==> config.mk <==
export PLATFORM = sky130hd
export DESIGN_NAME = ref_position_reader
export DESIGN_NICKNAME = d
export VERILOG_FILES = /design/src/rtl/md_ref_pkg.sv /design/src/rtl/ref_fwft_fifo.sv /design/src/rtl/ref_position_reader.sv
export SDC_FILE = /design/constraint.sdc
export NUM_CORES = 1
export LEC_CHECK = 0
export BUFFER_PORTS_ARGS = -buffer_cell sky130_fd_sc_hd__clkbuf_2
export CAP_MARGIN = 25
export CORE_UTILIZATION = 40
export CTS_CLUSTER_DIAMETER = 120
export CTS_CLUSTER_SIZE = 25
export DETAILED_ROUTE_END_ITERATION = 16
export HOLD_SLACK_MARGIN = 0.1
export PLACE_DENSITY = 0.64
export SETUP_SLACK_MARGIN = 0.5
export SYNTH_ARGS = -nofsm -noshare
export SYNTH_HDL_FRONTEND = slang
export SYNTH_SLANG_ARGS = --single-unit
export TNS_END_PERCENT = 30
==> constraint.sdc <==
create_clock -name clock -period 6.7 [get_ports clock]
set_input_delay 0.67 -clock clock [delete_from_list [all_inputs] [get_ports clock]]
set_output_delay 0.67 -clock clock [all_outputs]
set_load 0.02 [all_outputs]
==> src/rtl/md_ref_pkg.sv <==
// Shared types and constants for the reference-position read path.
//   state_t    : sequencer states (IDLE, ISSUE, DRAIN, FINISH)
//   RD_LATENCY : fixed read latency of the refx/refy/refz RAMs, in cycles
package md_ref_pkg;

    typedef enum logic [1:0] {
        IDLE,
        ISSUE,
        DRAIN,
        FINISH
    } state_t;

    localparam int unsigned RD_LATENCY = 2;

endpackage

==> src/rtl/ref_fwft_fifo.sv <==
// Small synchronous first-word-fall-through FIFO.
//   clock   in   rising-edge clock
//   rst     in   synchronous active-high reset (clears pointers, count, storage)
//   wr_en   in   write wr_data (ignored when full)
//   wr_data in   WIDTH
//   rd_en   in   pop the head entry (ignored when empty)
//   rd_data out  WIDTH, current head entry
//   empty   out  no entries stored
//   count   out  number of stored entries
// DEPTH must be a power of two so the pointers wrap naturally.
module ref_fwft_fifo #(
    parameter int unsigned WIDTH = 105,
    parameter int unsigned DEPTH = 4
) (
    input  logic                       clock,
    input  logic                       rst,
    input  logic                       wr_en,
    input  logic [WIDTH-1:0]           wr_data,
    input  logic                       rd_en,
    output logic [WIDTH-1:0]           rd_data,
    output logic                       empty,
    output logic [$clog2(DEPTH):0]     count
);

    localparam int unsigned PW = $clog2(DEPTH);

    logic [WIDTH-1:0] mem [DEPTH];
    logic [PW-1:0]    wr_ptr;
    logic [PW-1:0]    rd_ptr;
    logic             full;
    logic             do_wr;
    logic             do_rd;

    assign empty   = (count == '0);
    assign full    = (count == (PW+1)'(DEPTH));
    assign do_wr   = wr_en && !full;
    assign do_rd   = rd_en && !empty;
    assign rd_data = mem[rd_ptr];

    always_ff @(posedge clock) begin
        if (rst) begin
            wr_ptr <= '0;
            rd_ptr <= '0;
            count  <= '0;
            for (int unsigned i = 0; i < DEPTH; i++) begin
                mem[i] <= '0;
            end
        end else begin
            if (do_wr) begin
                mem[wr_ptr] <= wr_data;
                wr_ptr      <= wr_ptr + PW'(1);
            end
            if (do_rd) begin
                rd_ptr <= rd_ptr + PW'(1);
            end
            case ({do_wr, do_rd})
                2'b10:   count <= count + (PW+1)'(1);
                2'b01:   count <= count - (PW+1)'(1);
                default: count <= count;
            endcase
        end
    end

endmodule

==> src/rtl/ref_position_reader.sv <==
// Read sequencer for the refx/refy/refz position RAMs.
// On start it sweeps addresses 0..N-1 (N = min(num_particles, DEPTH)), absorbs the
// RAM read latency and delivers {x, y, z, index} on a valid/ready stream.
//   clock, rst            clock and synchronous active-high reset
//   start, num_particles  sweep request; sampled only while idle
//   busy, done            sweep in progress / one-cycle completion pulse
//   mem_address, mem_rden, mem_wren   shared RAM control (never writes)
//   refx_q, refy_q, refz_q            RAM read data
//   out_valid, out_ready, out_refx/y/z, out_index   output stream
// Reads are only issued while FIFO occupancy plus in-flight reads leaves room,
// so no read can ever be dropped.
module ref_position_reader
    import md_ref_pkg::*;
#(
    parameter int unsigned DEPTH      = 512,
    parameter int unsigned ADDR_WIDTH = 9,
    parameter int unsigned DATA_WIDTH = 32,
    parameter int unsigned FIFO_DEPTH = 4
) (
    input  logic                  clock,
    input  logic                  rst,
    input  logic                  start,
    input  logic [ADDR_WIDTH:0]   num_particles,
    output logic                  busy,
    output logic                  done,
    output logic [ADDR_WIDTH-1:0] mem_address,
    output logic                  mem_rden,
    output logic                  mem_wren,
    input  logic [DATA_WIDTH-1:0] refx_q,
    input  logic [DATA_WIDTH-1:0] refy_q,
    input  logic [DATA_WIDTH-1:0] refz_q,
    output logic                  out_valid,
    input  logic                  out_ready,
    output logic [DATA_WIDTH-1:0] out_refx,
    output logic [DATA_WIDTH-1:0] out_refy,
    output logic [DATA_WIDTH-1:0] out_refz,
    output logic [ADDR_WIDTH-1:0] out_index
);

    localparam int unsigned FW = 3*DATA_WIDTH + ADDR_WIDTH;
    localparam int unsigned CW = $clog2(FIFO_DEPTH) + 1;
    localparam int unsigned NW = ADDR_WIDTH + 1;

    state_t                state;
    logic [NW-1:0]         n_lat;
    logic [NW-1:0]         n_clamped;
    logic [NW-1:0]         acc_cnt;
    logic [ADDR_WIDTH-1:0] issue_addr;

    logic [RD_LATENCY-1:0] pipe_v;
    logic [ADDR_WIDTH-1:0] pipe_idx [RD_LATENCY];

    logic [CW-1:0]         fifo_count;
    logic                  fifo_empty;
    logic [FW-1:0]         fifo_rdata;
    logic [CW:0]           inflight;
    logic [CW:0]           occupancy;
    logic                  accept;
    logic                  last_issue;
    logic                  last_accept;

    assign n_clamped   = (num_particles > NW'(DEPTH)) ? NW'(DEPTH) : num_particles;

    always_comb begin
        inflight = '0;
        for (int unsigned i = 0; i < RD_LATENCY; i++) begin
            inflight = inflight + (CW+1)'(pipe_v[i]);
        end
    end

    assign occupancy   = (CW+1)'(fifo_count) + inflight;
    assign mem_rden    = (state == ISSUE) && (occupancy < (CW+1)'(FIFO_DEPTH));
    assign mem_address = issue_addr;
    assign mem_wren    = 1'b0;

    assign out_valid   = !fifo_empty;
    assign accept      = out_valid && out_ready;
    assign last_issue  = ({1'b0, issue_addr} == n_lat - NW'(1));
    assign last_accept = accept && (acc_cnt == n_lat - NW'(1));

    assign {out_refx, out_refy, out_refz, out_index} = fifo_rdata;

    // Latency tracker: stage RD_LATENCY-1 lines up with the RAM q of that read.
    always_ff @(posedge clock) begin
        if (rst) begin
            pipe_v <= '0;
            for (int unsigned i = 0; i < RD_LATENCY; i++) begin
                pipe_idx[i] <= '0;
            end
        end else begin
            pipe_v[0]   <= mem_rden;
            pipe_idx[0] <= issue_addr;
            for (int unsigned i = 1; i < RD_LATENCY; i++) begin
                pipe_v[i]   <= pipe_v[i-1];
                pipe_idx[i] <= pipe_idx[i-1];
            end
        end
    end

    always_ff @(posedge clock) begin
        if (rst) begin
            state      <= IDLE;
            busy       <= 1'b0;
            done       <= 1'b0;
            n_lat      <= '0;
            acc_cnt    <= '0;
            issue_addr <= '0;
        end else begin
            done <= 1'b0;
            if (accept) begin
                acc_cnt <= acc_cnt + NW'(1);
            end
            case (state)
                IDLE: begin
                    busy <= 1'b0;
                    if (start && !busy) begin
                        n_lat      <= n_clamped;
                        acc_cnt    <= '0;
                        issue_addr <= '0;
                        busy       <= 1'b1;
                        state      <= (n_clamped == '0) ? FINISH : ISSUE;
                    end
                end
                ISSUE: begin
                    if (mem_rden) begin
                        if (last_issue) begin
                            state <= DRAIN;
                        end else begin
                            issue_addr <= issue_addr + ADDR_WIDTH'(1);
                        end
                    end
                end
                DRAIN: begin
                    if (last_accept) begin
                        state <= FINISH;
                        done  <= 1'b1;
                    end
                end
                FINISH: begin
                    // An empty sweep has no final acceptance to hang done on, so it
                    // pulses one cycle later, with busy stretched to cover it.
                    state <= IDLE;
                    busy  <= (n_lat == '0);
                    done  <= (n_lat == '0);
                end
                default: state <= IDLE;
            endcase
        end
    end

    ref_fwft_fifo #(
        .WIDTH (FW),
        .DEPTH (FIFO_DEPTH)
    ) u_fifo (
        .clock   (clock),
        .rst     (rst),
        .wr_en   (pipe_v[RD_LATENCY-1]),
        .wr_data ({refx_q, refy_q, refz_q, pipe_idx[RD_LATENCY-1]}),
        .rd_en   (out_ready),
        .rd_data (fifo_rdata),
        .empty   (fifo_empty),
        .count   (fifo_count)
    );

endmodule

==> results.sh <==
export IMPL_relSlewSlack_pct=32.2
export IMPL_synth_top_flop_cell="edfxtp_1"
export IMPL_drv_slew=0
export IMPL_post_cts_buffers=0
export IMPL_wire_per_inst_um=19.9
export IMPL_h_tree_depth=1
export IMPL_startpoint_type="register"
export IMPL_layoutNonFillerInstCount=2343
export IMPL_fin_crit_ps=3630
export IMPL_root_buffer="clkbuf_16"
export IMPL_wl_um=46700
export IMPL_yosysWarnings=0
export IMPL_holdPathStages=3
export IMPL_crit_chain="buf_4 -> mux4_2 -> clkbuf_2"
export IMPL_async_reset_ff_share_pct=0
export IMPL_syn_area_per_cell_um2=14.0
export IMPL_critPathBufInv=2
export IMPL_start_util_pct=40.8
export IMPL_cp_slowest_cell="dfxtp_4"
export IMPL_dieArea_um2=52400
export IMPL_cpPeakStageDelay_ps=940
export IMPL_status="completed"
export IMPL_dp_hpwl_um=27400
export IMPL_tns_ps=0
export IMPL_skew_ps=21.4
export IMPL_r2r_start="u_fifo.count[0]$_SDFFE_PP0P_"
export IMPL_drc=0
export IMPL_cts_tree="yes"
export IMPL_vias=11900
export IMPL_grt_max_degree=81
export IMPL_crit_type="reg -> out"
export IMPL_synth_cells=1472
export IMPL_p_clk_share_pct=24.4
export IMPL_worstHoldStart="num_particles[1]"
export IMPL_grt_total_usage_pct=17.9
export IMPL_drv_cap=0
export IMPL_drtIter0Drc=803
export IMPL_cts_resized=0
export IMPL_grt_pass1_wl_um=72200
export IMPL_core_area_um2=50500
export IMPL_io_buffers=227
export IMPL_clk_pin_slew_ps=100
export IMPL_combPwrFrac_pct=21.0
export IMPL_synth_edf_count=420
export IMPL_hold_path_class="in -> reg"
export IMPL_ys_ff_latch=482
export IMPL_intPower_mw=4.64
export IMPL_tightest_slew_ps=1010
export IMPL_drive_gt1_share_pct=23.5
export IMPL_clkLatencyLatePin_ps=550
export IMPL_synth_cell_types=56
export IMPL_io_pins=229
export IMPL_dr_pass1_iters=5
export IMPL_syn_cell_area_um2=20600
export IMPL_synthesis_nets=1593
export IMPL_ir_drop_mv=0.167
export IMPL_die_w_um=229
export IMPL_layout_common_cells="420 x edfxtp_1, 242 x nor2_1, 227 x clkbuf_2, 125 x nand2_1, 119 x inv_1"
export IMPL_clock_path_buffers=3
export IMPL_grt_overflow_total=0
export IMPL_critPathRequiredTime_ps=6030
export IMPL_hold_viol=0
export IMPL_dp_cells=2300
export IMPL_seq_power_share_pct=54.6
export IMPL_fin_area_um2=23100
export IMPL_crit_path_max_fanout=55
export IMPL_ys_seq_area_share_pct=67.3
export IMPL_antenna_found_initial=4
export IMPL_cts_buffers=23
export IMPL_postLayoutCoreUtil_pct=45.8
export IMPL_r2r_cells=7
export IMPL_total_leakage_power_nw=8.99
export IMPL_avgViaCountPerCell=5.09
export IMPL_detail_route_antenna_nets=0
export IMPL_rsz0062_at_grt="false"
export IMPL_clock_sinks=482
export IMPL_arrival_ps=2960
export IMPL_gp_congestion=0.796
export IMPL_setup_viol=0
export IMPL_cts_hold_buf=0
export IMPL_cp_top_family="buffers and inverters"
export IMPL_crit_path_end_kind="output pin"
export IMPL_fin_crit_sh_pct=54.1
export IMPL_path_depth=3
export IMPL_dpl_cell_area_um2=22500
export IMPL_syn_to_final_growth_pct=12.3
export IMPL_switching_share_pct=28.6
export IMPL_p_switching_mw=1.86
export IMPL_fmax_ghz=0.276
export IMPL_final_common_cell="edfxtp_1"
export IMPL_power_density_nw_per_um2=281
export IMPL_fp_row_count=82
export IMPL_die_height_um=229
export IMPL_nets=1774
export IMPL_grt_pass1_vias=12300
-- Yosys cell counts, types with 2 or more instances --
| library cell | number | area, um^2 |
|---|---|---|
| nand2b_1 | 9 | 56.3 |
| o21ai_0 | 6 | 30.0 |
| xor2_1 | 19 | 166 |
| a22o_1 | 6 | 52.6 |
| or2_2 | 4 | 25.0 |
| nand3_1 | 7 | 35.0 |
| a211oi_1 | 2 | 15.0 |
| dfxtp_1 | 62 | 1240 |
| o21ai_1 | 8 | 40.0 |
| and2_1 | 111 | 694 |
| buf_1 | 16 | 60.1 |
| edfxtp_1 | 420 | 12600 |
| or4_1 | 3 | 22.5 |
| o211ai_1 | 5 | 37.5 |
| nor3_1 | 3 | 15.0 |
| clkbuf_1 | 67 | 251 |
| or3_1 | 11 | 68.8 |
| a21oi_1 | 16 | 80.1 |
| nand4_1 | 6 | 37.5 |
| mux2i_1 | 6 | 60.1 |
| o21bai_1 | 3 | 22.5 |
| nor2b_1 | 20 | 125 |
| nand2_1 | 125 | 469 |
| a21o_1 | 3 | 22.5 |
| inv_1 | 119 | 447 |
| mux4_2 | 105 | 2360 |
| nor4_1 | 5 | 31.3 |
| ha_1 | 10 | 125 |
| o21a_1 | 2 | 15.0 |
| xnor2_1 | 19 | 166 |
| nor2_1 | 243 | 912 |
| buf_6 | 2 | 22.5 |
| a31oi_1 | 2 | 12.5 |
| and3_1 | 5 | 31.3 |
-- worst paths after layout --
kind | to | slack [ps]
setup reg to reg | u_fifo.mem[0][67]$_SDFFCE_PN0P_ | 3740
hold / removal | n_lat[1]$_SDFFE_PP0P_ | 340
setup / recovery | out_refx[13] | 3070
hold reg to reg | pipe_idx[0][9]$_SDFF_PP0_ | 440
-- layer usage --
layer  GRT usage (%)  vias to the layer above  routed length (um)
met5               0                        -                  25
met2            31.0                      299               23300
met3            2.79                       43                2610
li1                -                     5540                   -
met1            23.7                     6032               20100
met4            3.75                        4                 708
-- worst min-delay path, delay by kind of cell --
family	cells	cell delay (ps)
AOI/OAI and AO/OA	1	60
buffers and inverters	1	90
and+or+nand+nor	1	50
-- flip-flops by register name, summed over array words and instances (netlist names), named ones only --
name,flops
done,1
pipe_idx,18
u_fifo.count,3
u_fifo.wr_ptr,2
u_fifo.mem,420
u_fifo.rd_ptr,2
n_lat,10
state,2
mem_address,9
acc_cnt,10
pipe_v,2
busy,1
-- kinds of logic (layout without fill, tap and decap cells) --
family	after synthesis	count (layout)	share of synthesized area, %
fa+ha+maj	11	11	0.705
mux	111	111	11.8
compound gates	61	61	2.04
buf+inv	206	403	3.85
simple gates	562	562	12.7
flops	482	482	67.3
xor+xnor	38	38	1.62
other cells	1	3	0.0182
-- power groups by stage --
stage	Clock [mW]	Sequential (mW)	Combinational, mW
5_1_grt	1.73	3.57	1.48
4_1_cts	1.63	3.55	1.39
3_5_place_dp	0	3.62	1.39
3_3_place_gp	0	3.61	1.37
2_1_floorplan	0	3.55	1.02
6_report	1.59	3.55	1.37
-- area by class of cell --
cell class / instances / area [um^2]
diodes: 2 / 5.00
inverters: 119 / 447
multi-input cells: 784 / 6010
repair buffers: 243 / 1310
fillers: 4536 / 27300
flip-flops and latches: 482 / 13900
well taps: 672 / 841
clock buffers: 39 / 636
clock inverters: 2 / 20.0
-- per-stage QoR --
| step | hold WS, ps | worst slack (ps) | total power, mW |
|---|---|---|---|
| finish | 336 | 3070 | 6.50 |
| global route | 309 | 2890 | 6.78 |
| CTS | 298 | 2970 | 6.58 |
| detailed placement | 425 | 3510 | 5.01 |
| global placement | 423 | 3530 | 4.98 |
| floorplan | 414 | 430 | 4.57 |
No activity file was read; power rests on OpenSTA's default activity.
